File: src/rtl/ps2_scancode_decoder.sv
// PS/2 scan code set 2 decoder: resolves E0/F0/E1 prefixes, drops keyboard control
// bytes, and queues {break, extended, code} events in a small FIFO for the CPU side.
//
// state   | meaning
// IDLE    | no prefix pending
// E0      | extended prefix seen
// F0      | break prefix seen
// E0F0    | extended break prefix seen
// E1_SKIP | swallowing the rest of the 8-byte pause sequence
module ps2_scancode_decoder #(
  parameter int DEPTH = 8
) (
  input  logic                     clk_i,
  input  logic                     reset_i,
  input  logic [7:0]               data_i,
  input  logic                     valid_i,
  output logic [9:0]               event_o,
  output logic                     valid_o,
  input  logic                     ready_i,
  output logic [$clog2(DEPTH):0]   count_o,
  output logic                     overflow_o
);

  localparam int AW = $clog2(DEPTH);
  localparam int CW = AW + 1;

  typedef logic [7:0] byte_t;

  typedef enum logic [2:0] {
    S_IDLE,
    S_E0,
    S_F0,
    S_E0F0,
    S_E1_SKIP
  } state_t;

  state_t      state, state_n;
  logic [2:0]  skip, skip_n;
  logic        push;
  logic [9:0]  push_data;
  logic        is_ctrl;

  logic [9:0]    mem [DEPTH];
  logic [AW-1:0] wr_ptr, rd_ptr;
  logic [CW-1:0] count;
  logic          full, pop, push_ok;

  always_comb begin
    is_ctrl = 1'b0;
    case (data_i)
      8'h00, 8'hAA, 8'hEE, 8'hFA, 8'hFE, 8'hFF: is_ctrl = 1'b1;
      default: is_ctrl = 1'b0;
    endcase
  end

  always_ff @(posedge clk_i) begin
    if (reset_i) begin
      state <= S_IDLE;
      skip  <= 3'd0;
    end else begin
      state <= state_n;
      skip  <= skip_n;
    end
  end

  always_comb begin
    state_n   = state;
    skip_n    = skip;
    push      = 1'b0;
    push_data = 10'd0;
    if (valid_i) begin
      if (state == S_E1_SKIP) begin
        // Every byte of the pause sequence counts, prefixes included.
        skip_n = skip - 3'd1;
        if (skip == 3'd1) begin
          push      = 1'b1;
          push_data = {1'b0, 1'b1, 8'h77};
          state_n   = S_IDLE;
        end
      end else if (is_ctrl) begin
        state_n = S_IDLE;
      end else if (data_i == byte_t'(8'hE1)) begin
        state_n = S_E1_SKIP;
        skip_n  = 3'd7;
      end else if (data_i == byte_t'(8'hE0)) begin
        state_n = S_E0;
      end else if (data_i == byte_t'(8'hF0)) begin
        state_n = (state == S_E0 || state == S_E0F0) ? S_E0F0 : S_F0;
      end else begin
        push      = 1'b1;
        push_data = {(state == S_F0 || state == S_E0F0),
                     (state == S_E0 || state == S_E0F0), data_i};
        state_n   = S_IDLE;
      end
    end
  end

  assign full    = (count == CW'(DEPTH));
  assign pop     = valid_o && ready_i;
  assign push_ok = push && (!full || pop);

  always_ff @(posedge clk_i) begin
    if (push_ok) mem[wr_ptr] <= push_data;
  end

  always_ff @(posedge clk_i) begin
    if (reset_i) begin
      wr_ptr     <= '0;
      rd_ptr     <= '0;
      count      <= '0;
      overflow_o <= 1'b0;
    end else begin
      if (push_ok) wr_ptr <= wr_ptr + AW'(1);
      if (pop)     rd_ptr <= rd_ptr + AW'(1);
      case ({push_ok, pop})
        2'b10:   count <= count + CW'(1);
        2'b01:   count <= count - CW'(1);
        default: count <= count;
      endcase
      if (push && full && !pop) overflow_o <= 1'b1;
    end
  end

  assign valid_o = (count != '0);
  assign count_o = count;
  assign event_o = valid_o ? mem[rd_ptr] : 10'd0;

endmodule

File: config.mk
export PLATFORM = sky130hd
export DESIGN_NAME = ps2_scancode_decoder
export DESIGN_NICKNAME = d
export VERILOG_FILES = /design/src/rtl/ps2_scancode_decoder.sv
export SDC_FILE = /design/constraint.sdc
export NUM_CORES = 1
export LEC_CHECK = 0
export BUFFER_PORTS_ARGS = -buffer_cell sky130_fd_sc_hd__buf_4
export CORE_MARGIN = 10
export CORE_UTILIZATION = 30
export DETAILED_ROUTE_END_ITERATION = 10
export SLEW_MARGIN = 15
export SYNTH_ARGS = -nofsm -noshare
export SYNTH_HDL_FRONTEND = slang
export SYNTH_SLANG_ARGS = --single-unit
File: constraint.sdc
create_clock -name clk_i -period 5.1 [get_ports clk_i]
set_clock_uncertainty 0.1 [all_clocks]
set_input_delay 0.51 -clock clk_i [delete_from_list [all_inputs] [get_ports clk_i]]
set_output_delay 0.51 -clock clk_i [all_outputs]
set_load 0.03 [all_outputs]
# Word-level counts from Yosys, hierarchy flattened
# Memories as Yosys holds them, arrays and structs flattened. A register that Yosys moved wholly into a read port is not among the register bits.
# Cells that the tools add are included.
# totals
in_bits	12
elab_cells	77
mem_count	1
mem_bits_rw	80
out_inout_bits	16
ff_bits	17
# memory_table
name	words	width	read_ports	rd_clocked_by_memory_dff	write_ports	line	source
mem	8	10	1	1	1	43	logic [9:0] mem [DEPTH];
# op_classes
n_mux	31
n_eq_ne	18
reduce_logical	16
addsub	5
# op_table
cell	n
$mux 10	7
$eq 8x8->1 const B	8
$mux 3	9
$mux 1	11
$mux 9	1
$logic_not 8->1	1
$pmux 4 s2	1
$add 3x1->3 const B	2
$eq 3x1->1 const B	2
$eq 3x2->1 const B	2
$reduce_or 6->1	1
$add 4x1->4 const B	1
$eq 4x4->1 const B	1
$logic_and 1x1->1	4
$mux 2	2
$ne 2x1->1 const B	2
$reduce_bool 2->1	2
$reduce_bool 4->1	1
$sub 4x1->4 const B	1
$eq 3x3->1 const B	1
$logic_or 1x1->1	3
$reduce_and 3->1	1
$sub 3x1->3 const B	1
$eq 2x1->1 const B	1
3 further kinds	4

# Longest topological paths before layout
# Gate-level depths: netlist of run 1.
# depth
ltp_word	10
depth_mapped	13
depth_no_buf	13

# Least setup slack after synthesis of run 1
# OpenSTA, ideal clock, no wires.
# synth_timing
path_type	input-to-reg
start	in data_i[4]
end	mem mem[0][0] (enable)
setup_time_ns	0.390
required_time_ns	4.610
arrival_ns	2.686
stages	8
n_path_buf	2
setup_slack_ns	1.924
cell_sequence	buf_6 o21bai_2 a211oi_1 or3b_1 buf_6 a21o_4 or3_1 nor3_1
# synth_via
elab_chain_cells	10
elab_cells_between_ends	20
classes_between	8 x eq/ne; 9 x mux; 3 x reduce/logical
# synth_rtl
element	line	source
from (decl)	15	input logic [7:0] data_i,
$eq 8x8->1	87	end else if (data_i == byte_t'(8'hF0)) begin
$mux 1	87	
$mux 1	85	end else if (data_i == byte_t'(8'hE0)) begin
$mux 1	82	end else if (data_i == byte_t'(8'hE1)) begin
$mux 1 (*)	80	end else if (is_ctrl) begin
$mux 1 (*)	72	if (state == S_E1_SKIP) begin
$mux 1 (*)	71	if (valid_i) begin
$logic_and 1x1->1 (*)	100	assign push_ok = push && (!full || pop);
$mux 1 (*)	103	if (push_ok) mem[wr_ptr] <= push_data;
$mux 1 (implied by the code) (*)	103	
to (decl)	43	
# Mark *: on every way between the ends. The rest lies on a longest branch, timed or not.

# Final worst setup path of run 1
# layout_timing
start	in data_i[2]
end	mem mem[6][8] (enable)
# The elaborated chain is that of the path after synthesis.

==> impl_metrics.py, run 1 <==
metrics = {
    "sta": {
        "worst_pin_slew_ns": 1.079,
        "fin_ws_ns": 2.071,
        "slew_headroom": 0.2780,
        "period_share": 0.5939,
        "finalHoldViolCount": 0,
        "max_freq_mhz": 330.2,
        "setup_viol": 0,
        "rsz0062_at_grt": "false",
        "setup_tns_ns": 0,
        "maxSlewViolCount": 0,
        "post-route-min-period_ns": 3.029,
    },
    "logic_synthesis": {
        "netlist_instances": 291,
        "syn_avg_cell_area_um2": 14.70,
        "synth_area_leader_cell": "edfxtp_1",
        "synth-seq-cells": 100,
        "synth_warnings": 0,
        "synth_common_cells": "edfxtp_1, nor2_1, dfxtp_1, mux4_2, a21oi_1",
        "yosys.area.top_type_share": 0.5616,
        "async_flop_share": 0,
        "ys_seq_area_frac": 0.6552,
        "synth-edff-count": 80,
        "synth_area_um2": 4278,
        "synth-main-ff-cell": "edfxtp_1",
        "synth.top_cells.by_area": "edfxtp_1, mux4_2, dfxtp_1",
        "synth_nets": 310,
        "synth.distinct_cells": 43,
        "yosysMostFrequentCell": "edfxtp_1",
    },
    "clock_network": {
        "clock_tree.buffer_depth": 2,
        "cts_setup_buffers": 0,
        "htreeDepth": 3,
        "clk_pin_slew_ns": 0.06,
        "cts_root_buf": "clkbuf_16",
        "cts_tree": "done",
        "cts.sinks": 100,
        "clock_latency_ns": 0.34,
        "cts_hold_buf": 0,
        "post_cts_resized": 0,
        "cts_made_buffers": 9,
    },
    "floorplan": {
        "die_x_um": 139.4,
        "rows": 43,
        "initial_core_util": 0.3070,
        "die_height_um": 139.4,
        "ios": 28,
        "die_area_um2": 19440,
        "core-area_um2": 13930,
    },
    "critical_path": {
        "timing.rr.end": "mem[6][8]$_DFFE_PP_",
        "r2r_setup_slack_ns": 2.20,
        "crit_type": "in -> reg",
        "critPathMaxFanout": 10,
        "crit_end": "mem[6][8]$_DFFE_PP_",
        "reg2reg_from": "state[2]$_SDFFE_PP0P_",
        "ff2ff_path_depth": 4,
        "crit_required_ns": 4.96,
        "cp_slowest_cell": "nor2_1",
        "startpoint": "data_i[2]",
        "worstPathCellList": "buf_4 > o21bai_2 > a211oi_1 > or3b_1 > a21o_4 > or3_1 > nor2_1",
        "endpoint_kind": "register",
        "cp-start-kind": "primary input",
        "worstPathArrival_ns": 2.89,
        "max_stage_delay_ns": 0.80,
    },
    "global_routing": {
        "track_usage": 0.09056,
        "grt_pass1_vias": 2581,
        "grt_remaining_overflow": 0,
        "antenna_found_initial": 0,
        "grt_pass1_wl_um": 13850,
        "grt_max_degree": 21,
    },
    "placed_design": {
        "detailed_place_hpwl_um": 6021,
        "numPortBuffers": 27,
        "gp_congestion": 0.8410,
        "pre_cts_ws_ns": 1.683,
    },
    "cells_and_area": {
        "utilization": 0.3575,
        "num-fill-cells": 1335,
        "fin_nets": 342,
        "areaGrowthSynthToFinish_pct": 16.47,
        "drive_gt1_frac": 0.2256,
        "n_antenna_cell": 0,
    },
    "routing": {
        "drt-initial-drc-count": 212,
        "wire_per_inst_um": 17.13,
        "vias": 2471,
        "first_pass_iters": 4,
        "viasPerCell": 4.864,
        "ant_nets": 0,
        "drt_wl_total_um": 8703,
        "drc": 0,
    },
    "power": {
        "p_per_area_nw_per_um2": 469.6,
        "leakage_nw": 1.669,
        "max-vdd-ir-drop_mv": 0.2672,
    },
    "job": {
        "maxCapViolCount": 0,
    },
    "worst_hold_path": {
        "hold_class": "in -> reg",
    },
    "outcome": {
        "status": "complete, no violations",
    },
}
[worst min path at each step]
stage                                        from                      end  slack (ns)  cells past startpoint
after detailed placement     skip[1]$_SDFFE_PP0P_     skip[1]$_SDFFE_PP0P_        0.39                      2
after CTS                                 valid_i     skip[1]$_SDFFE_PP0P_        0.34                      2
after global routing                      valid_i     skip[1]$_SDFFE_PP0P_        0.36                      2
after floorplan            rd_ptr[1]$_SDFFE_PP0P_                 register        0.35                      2
final                                     valid_i     skip[1]$_SDFFE_PP0P_        0.35                      2
after global placement    overflow_o$_SDFFE_PP0P_  overflow_o$_SDFFE_PP0P_        0.37                      2
[flip-flops by register name, summed over array words and instances (netlist names), named ones only]
signal      cells
count_o         4
mem            80
overflow_o      1
rd_ptr          3
skip            3
state           3
wr_ptr          3
[cells by family (layout without fill, tap and decap cells)]
group / count (synthesis) / count (layout) / synth area share
DFF: 100 / 100 / 0.6552
and+or+nand+nor: 83 / 83 / 0.09535
AOI/OAI and AO/OA: 45 / 45 / 0.06727
muxes: 31 / 31 / 0.1310
buffers and inverters: 22 / 59 / 0.02281
adders and majority gates: 7 / 7 / 0.02223
xor gates and xnor gates: 3 / 3 / 0.006143
[final cells by class]
| cell class | count | area (um2) | area share |
|---|---|---|---|
| inverters | 10 | 37.54 | 0.007534 |
| clock inverters | 6 | 56.30 | 0.01130 |
| repair buffers | 33 | 247.7 | 0.04972 |
| flip-flops and latches | 100 | 2803 | 0.5625 |
| well taps | 180 | 225.2 | 0.04520 |
| clock buffers | 10 | 229.0 | 0.04596 |
| multi-input cells | 169 | 1384 | 0.2778 |
[worst max-delay path: cells and delay by family]
kind / cells / cell delay, ns
and+or+nand+nor: 3 / 1.73
AOI/OAI and AO/OA: 3 / 0.51
buffers and inverters: 1 / 0.13
[stage by stage]
stage	power (W)	area (um2)	hold slack (ns)	instances
after detailed placement	0.001736	4697	0.3940	492
final	0.002339	4982	0.3501	508
after global placement	0.001729	4697	0.3695	492
after global routing	0.002468	4982	0.3564	508
after floorplan	0.001485	4278	0.3541	291
after CTS	0.002384	4982	0.3384	508
[layer usage]
layer | wire length [um] | track usage | share of wire | vias to the layer above
li1 | - | - | - | 1188
met1 | 3928 | 0.1170 | 0.45 | 1205
met2 | 4013 | 0.1440 | 0.46 | 71
met3 | 676 | 0.02756 | 0.078 | 7
met4 | 85 | 0.02306 | 0.0098 | 0
met5 | 0 | 0 | 0 | -
[cell usage in the layout (no fill, tap or decap), types with 2 or more instances in the layout]
cell type and instances:
or3b_1 2, or4_1 3, nor3_1 7, a211oi_1 3, o21a_1 3, nor3b_1 3, buf_4 33, nor2_1 35
nand3b_1 2, inv_8 2, a21o_1 2, o21ai_0 6, mux4_2 20, o211ai_1 4, ha_1 6, nand3_1 8
edfxtp_1 80, clkinv_4 2, nand2_1 10, a311oi_1 2, dfxtp_1 20, clkbuf_16 9, nor2b_1 2, xor2_1 2
and2_1 2, mux2i_1 11, a21oi_1 19, nand2b_1 3, inv_1 9
[power breakdown]
group	switching (W)	internal, W
clock network	0.000302	0.000341
logic	0.000411	0.000309
registers	0.0000483	0.000927
Power figures use the tool's default switching activity.
==> run 2, diff against run 1 <==
==> constraint.sdc (replaced) <==
create_clock -name clk_i -period 2.83 [get_ports clk_i]
set_clock_uncertainty 0.1 [all_clocks]
set_input_delay 0.283 -clock clk_i [delete_from_list [all_inputs] [get_ports clk_i]]
set_output_delay 0.283 -clock clk_i [all_outputs]
set_load 0.03 [all_outputs]
==> run 2 against run 1 <==
- combinational power is 89% higher
- design area is 2.4% higher
- sequential share of layout area is 1.3 points lower
- die area stayed put
- via count is 3.9% higher
- critical path type is now reg -> reg
- highest routed layer unchanged
==> impl_metrics.py, run 2 (synthesized netlist as in run 1, its figures left out) <==
metrics = {
    "routing": {
        "drt_wl_total_um": 8722,
        "vias": 2568,
        "drt-initial-drc-count": 185,
        "drc": 0,
        "ant_nets": 0,
        "wire_per_inst_um": 16.68,
        "first_pass_iters": 4,
        "viasPerCell": 4.910,
    },
    "global_routing": {
        "track_usage": 0.09175,
        "antenna_found_initial": 0,
        "grt_pass1_wl_um": 14500,
        "grt_remaining_overflow": 0,
        "grt_max_degree": 21,
        "grt_pass1_vias": 2641,
    },
    "power": {
        "leakage_nw": 1.750,
        "p_per_area_nw_per_um2": 833.6,
        "fin_total_pwr_w": 0.004251,
        "max-vdd-ir-drop_mv": 0.5033,
    },
    "floorplan": {
        "die_area_um2": 19440,
        "ios": 28,
        "rows": 43,
        "core-area_um2": 13930,
        "initial_core_util": 0.3070,
        "die_x_um": 139.4,
        "die_height_um": 139.4,
    },
    "placed_design": {
        "numPortBuffers": 27,
        "detailed_place_hpwl_um": 6102,
        "gp_congestion": 0.7940,
        "pre_cts_ws_ns": 0.1706,
        "place_inst": 507,
    },
    "clock_network": {
        "cts_made_buffers": 9,
        "htreeDepth": 3,
        "cts_tree": "done",
        "clk_pin_slew_ns": 0.07,
        "cts_setup_buffers": 0,
        "clock_latency_ns": 0.33,
        "cts_hold_buf": 0,
        "cts.sinks": 100,
        "clock_tree.buffer_depth": 2,
        "cts_root_buf": "clkbuf_16",
        "post_cts_resized": 0,
    },
    "worst_hold_path": {
        "hold_class": "in -> reg",
    },
    "outcome": {
        "status": "complete, no violations",
    },
    "sta": {
        "max_freq_mhz": 394.2,
        "whs_ns": 0.1487,
        "finalHoldViolCount": 0,
        "rsz0062_at_grt": "false",
        "setup_viol": 0,
        "worst_pin_slew_ns": 0.7495,
        "slew_headroom": 0.4997,
        "fin_ws_ns": 0.2930,
        "period_share": 0.8965,
        "setup_tns_ns": 0,
        "post-route-min-period_ns": 2.537,
        "maxSlewViolCount": 0,
    },
    "cells_and_area": {
        "mostFrequentLayoutCells": "edfxtp_1, buf_4, nor2_1",
        "instances_no_fill": 523,
        "areaGrowthSynthToFinish_pct": 19.22,
        "num-fill-cells": 1302,
        "fin_nets": 357,
        "n_antenna_cell": 0,
        "drive_gt1_frac": 0.2624,
        "top_register": "mem",
        "largest_register_ffs": 80,
        "final_common_cell": "edfxtp_1",
    },
    "critical_path": {
        "crit_required_ns": 3.00,
        "endpoint_kind": "register",
        "r2r_setup_slack_ns": 0.29,
        "cp-start-kind": "register",
        "critPathMaxFanout": 6,
        "crit_type": "reg -> reg",
        "worstPathArrival_ns": 2.70,
    },
    "job": {
        "maxCapViolCount": 0,
    },
}
==> run 2: cell types whose count changed in the layout (fill, tap and decap cells not counted), sizes merged <==
cell / change
buf: +15
==> run 2: critical path: stages (launching register included) <==
cell      delay (ns)
dfxtp_1         0.39
or3b_1          0.38
o21a_1          0.21
a21oi_1         0.19
o21ai_1         0.13
inv_2           0.11
ha_1            0.23
a21o_1          0.19
a21o_1          0.20
o211ai_1        0.09
o211ai_1        0.12
a21oi_1         0.14
==> run 2: per-layer routing <==
metal  vias up  track usage  part of all wire
met3         9      0.02586             0.051
li1       1219            -                 -
met1      1280       0.1248              0.48
met4         0      0.01812            0.0061
met5         -            0                 0
met2        60       0.1422              0.47
==> run 2: cell type report <==
cell class | instances | area [um2] | area share
Tap cell | 180 | 225.2 | 0.04416
Inverter | 10 | 37.54 | 0.007360
Multi-Input combinational cell | 169 | 1389 | 0.2723
Sequential cell | 100 | 2803 | 0.5496
Clock buffer | 10 | 229.0 | 0.04490
Timing Repair Buffer | 48 | 360.3 | 0.07066
Clock inverter | 6 | 56.30 | 0.01104
==> run 2: through the flow <==
stage | utilization | area, um2
finish | 0.3660 | 5100
global route | 0.3660 | 5100
CTS | 0.3660 | 5100
detailed placement | 0.3455 | 4815
global placement | 0.3455 | 4815
floorplan | - | 4283
==> run 2: worst paths after layout <==
kind / cells past startpoint / from / end
max: 11 / state[2]$_SDFFE_PP0P_ / count_o[3]$_SDFFE_PP0P_
min: 2 / valid_i / skip[1]$_SDFFE_PP0P_
max reg2reg: 11 / state[2]$_SDFFE_PP0P_ / count_o[3]$_SDFFE_PP0P_
min reg2reg: 2 / rd_ptr[1]$_SDFFE_PP0P_ / rd_ptr[1]$_SDFFE_PP0P_
==> run 2: where the power goes <==
part / switching (W) / internal (W)
Combinational: 0.000788 / 0.000572
Clock: 0.000541 / 0.000615
Sequential: 0.0000644 / 0.00167
Total: 0.00139 / 0.00286
==> run 3, diff against run 2 <==
--- a/config.mk
+++ b/config.mk
@@ -9,6 +9,8 @@
 export CORE_MARGIN = 10
 export CORE_UTILIZATION = 30
 export DETAILED_ROUTE_END_ITERATION = 10
+export GPL_TIMING_DRIVEN = 0
+export PLACE_DENSITY_LB_ADDON = 0.25
 export SLEW_MARGIN = 15
 export SYNTH_ARGS = -nofsm -noshare
 export SYNTH_HDL_FRONTEND = slang
==> run 3 against run 2 <==
- flip-flop and latch count did not move
- worst hold slack worse by 0.031 ns
- design area is 0.37% lower
- utilization is 0.13 points lower
- critical path depth did not move
- global-route usage grew 0.42 points
- register-to-register slack got worse by 0.13 ns
- cell count is 2.1% lower
- via count fell by 4.6%
==> impl_metrics.py, run 3 (synthesized netlist as in run 1, its figures left out) <==
metrics = {
    "outcome": {
        "status": "complete, no violations",
    },
    "critical_path": {
        "crit_buf_inv": 1,
        "crit_type": "reg -> reg",
        "worstPathArrival_ns": 2.78,
        "path_delay_family": "compound AO/OA/AOI/OAI gates",
        "critPathMaxFanout": 8,
        "max_stage_delay_ns": 0.46,
        "worstPathCellList": "or3b_4 > o21a_1 > a21oi_2 > o21ai_2 > inv_2 > ha_1 > a21o_1 > a21oi_2 > o211ai_1 > o211ai_1 > a21oi_1",
        "endpoint_kind": "register",
        "cp-start-kind": "register",
        "cp_slowest_cell": "or3b_4",
        "crit_required_ns": 2.94,
    },
    "global_routing": {
        "grt_max_degree": 19,
        "antenna_found_initial": 0,
        "grt_pass1_vias": 2567,
        "grt_pass1_wl_um": 14590,
        "track_usage": 0.09595,
        "grt_remaining_overflow": 0,
    },
    "cells_and_area": {
        "areaGrowthSynthToFinish_pct": 18.78,
        "utilization": 0.3646,
        "final_common_cell": "edfxtp_1",
        "instances_no_fill": 512,
        "mostFrequentLayoutCells": "edfxtp_1, nor2_1, buf_4",
        "top_register": "mem",
        "fin_nets": 346,
        "drive_gt1_frac": 0.2560,
        "n_antenna_cell": 0,
        "largest_register_ffs": 80,
    },
    "sta": {
        "slew_headroom": 0.3843,
        "setup_viol": 0,
        "period_share": 0.9412,
        "finalHoldViolCount": 0,
        "post-route-min-period_ns": 2.664,
        "rsz0062_at_grt": "true",
        "max_freq_mhz": 375.4,
        "worst_pin_slew_ns": 0.9235,
        "whs_ns": 0.1175,
        "maxSlewViolCount": 0,
    },
    "floorplan": {
        "initial_core_util": 0.3070,
        "die_area_um2": 19440,
        "rows": 43,
        "core-area_um2": 13930,
        "die_height_um": 139.4,
        "die_x_um": 139.4,
        "ios": 28,
    },
    "clock_network": {
        "cts_hold_buf": 0,
        "htreeDepth": 3,
        "clock_tree.buffer_depth": 2,
        "cts_root_buf": "clkbuf_16",
        "clock_latency_ns": 0.34,
        "cts_tree": "done",
        "cts.sinks": 100,
        "cts_made_buffers": 9,
        "clk_pin_slew_ns": 0.07,
    },
    "routing": {
        "drt_wl_total_um": 9224,
        "viasPerCell": 4.785,
        "drt-initial-drc-count": 136,
        "drc": 0,
        "first_pass_iters": 4,
        "ant_nets": 0,
        "vias": 2450,
        "wire_per_inst_um": 18.02,
    },
    "placed_design": {
        "detailed_place_hpwl_um": 6169,
        "gp_congestion": 0.8037,
        "place_inst": 496,
        "numPortBuffers": 24,
    },
    "power": {
        "max-vdd-ir-drop_mv": 0.4834,
        "leakage_nw": 1.682,
        "p_per_area_nw_per_um2": 838.0,
    },
    "worst_hold_path": {
        "hold_class": "in -> reg",
    },
    "job": {
        "maxCapViolCount": 0,
    },
}
[run 3: cell types whose count changed in the layout (fill, tap and decap cells not counted), moves of 3 or more]
| cell | previous run | this run |
|---|---|---|
| buf_4 | 48 | 24 |
| nor2_1 | 35 | 29 |
| clkbuf_1 | 1 | 5 |
| buf_6 | 0 | 3 |
| nor2_2 | 0 | 3 |
| nor2_4 | 0 | 3 |
[run 3: repair_timing]
action / 4_1_cts / 5_1_grt
setup endpoints to repair: 82 / 51
buffers inserted: 0 / 1
resized for setup: 12 / 9
endpoints found under the hold margin: 0 / 0
pin swaps: 0 / 2
[run 3: final cells by class]
class / count / area, um2
Timing Repair Buffer: 26 / 211.5
Buffer: 11 / 58.81
Fill cell: 1318 / 8853
Sequential cell: 100 / 2804
Clock inverter: 7 / 56.30
Tap cell: 180 / 225.2
Multi-Input combinational cell: 169 / 1463
Clock buffer: 9 / 225.2
Inverter: 10 / 37.54
[run 3: stage by stage]
step	total power, W	setup TNS (ns)	cell area [um2]	setup WS, ns
global route	0.004491	-0.08704	5081	-0.08704
global placement	0.003098	-26.20	4688	-0.6021
detailed placement	0.003129	-24.24	4705	-0.5209
CTS	0.004307	0	5025	0.02443
floorplan	0.002678	0	4283	0.1203
finish	0.004258	0	5081	0.1663
[run 3: layer usage]
metal / track usage / vias to the layer above / part of all wire
met5: 0 / - / 0
met4: 0.02801 / 0 / 0.0085
met3: 0.03096 / 6 / 0.047
met2: 0.1596 / 37 / 0.50
met1: 0.1157 / 1215 / 0.44
li1: - / 1192 / -
[run 3: final timing paths]
kind                                start                      end  slack [ns]  depth (start not counted)
setup / recovery    state[2]$_SDFFE_PP0P_  count_o[3]$_SDFFE_PP0P_        0.17                         11
hold reg to reg   overflow_o$_SDFFE_PP0P_  overflow_o$_SDFFE_PP0P_        0.40                          2
hold / removal                  data_i[4]    state[1]$_SDFFE_PP0P_        0.12                          3
setup reg to reg    state[2]$_SDFFE_PP0P_  count_o[3]$_SDFFE_PP0P_        0.17                         11
[run 3: power by group]
group,switching (W),internal (W)
logic,0.000797,0.000560
registers,0.0000692,0.00167
clock network,0.000551,0.000610
total,0.00142,0.00284
[run 3: tightest hold or removal path, stage by stage]
cell and delay, ns:
buf_6 0.10, a21oi_1 0.06, nor2_1 0.07
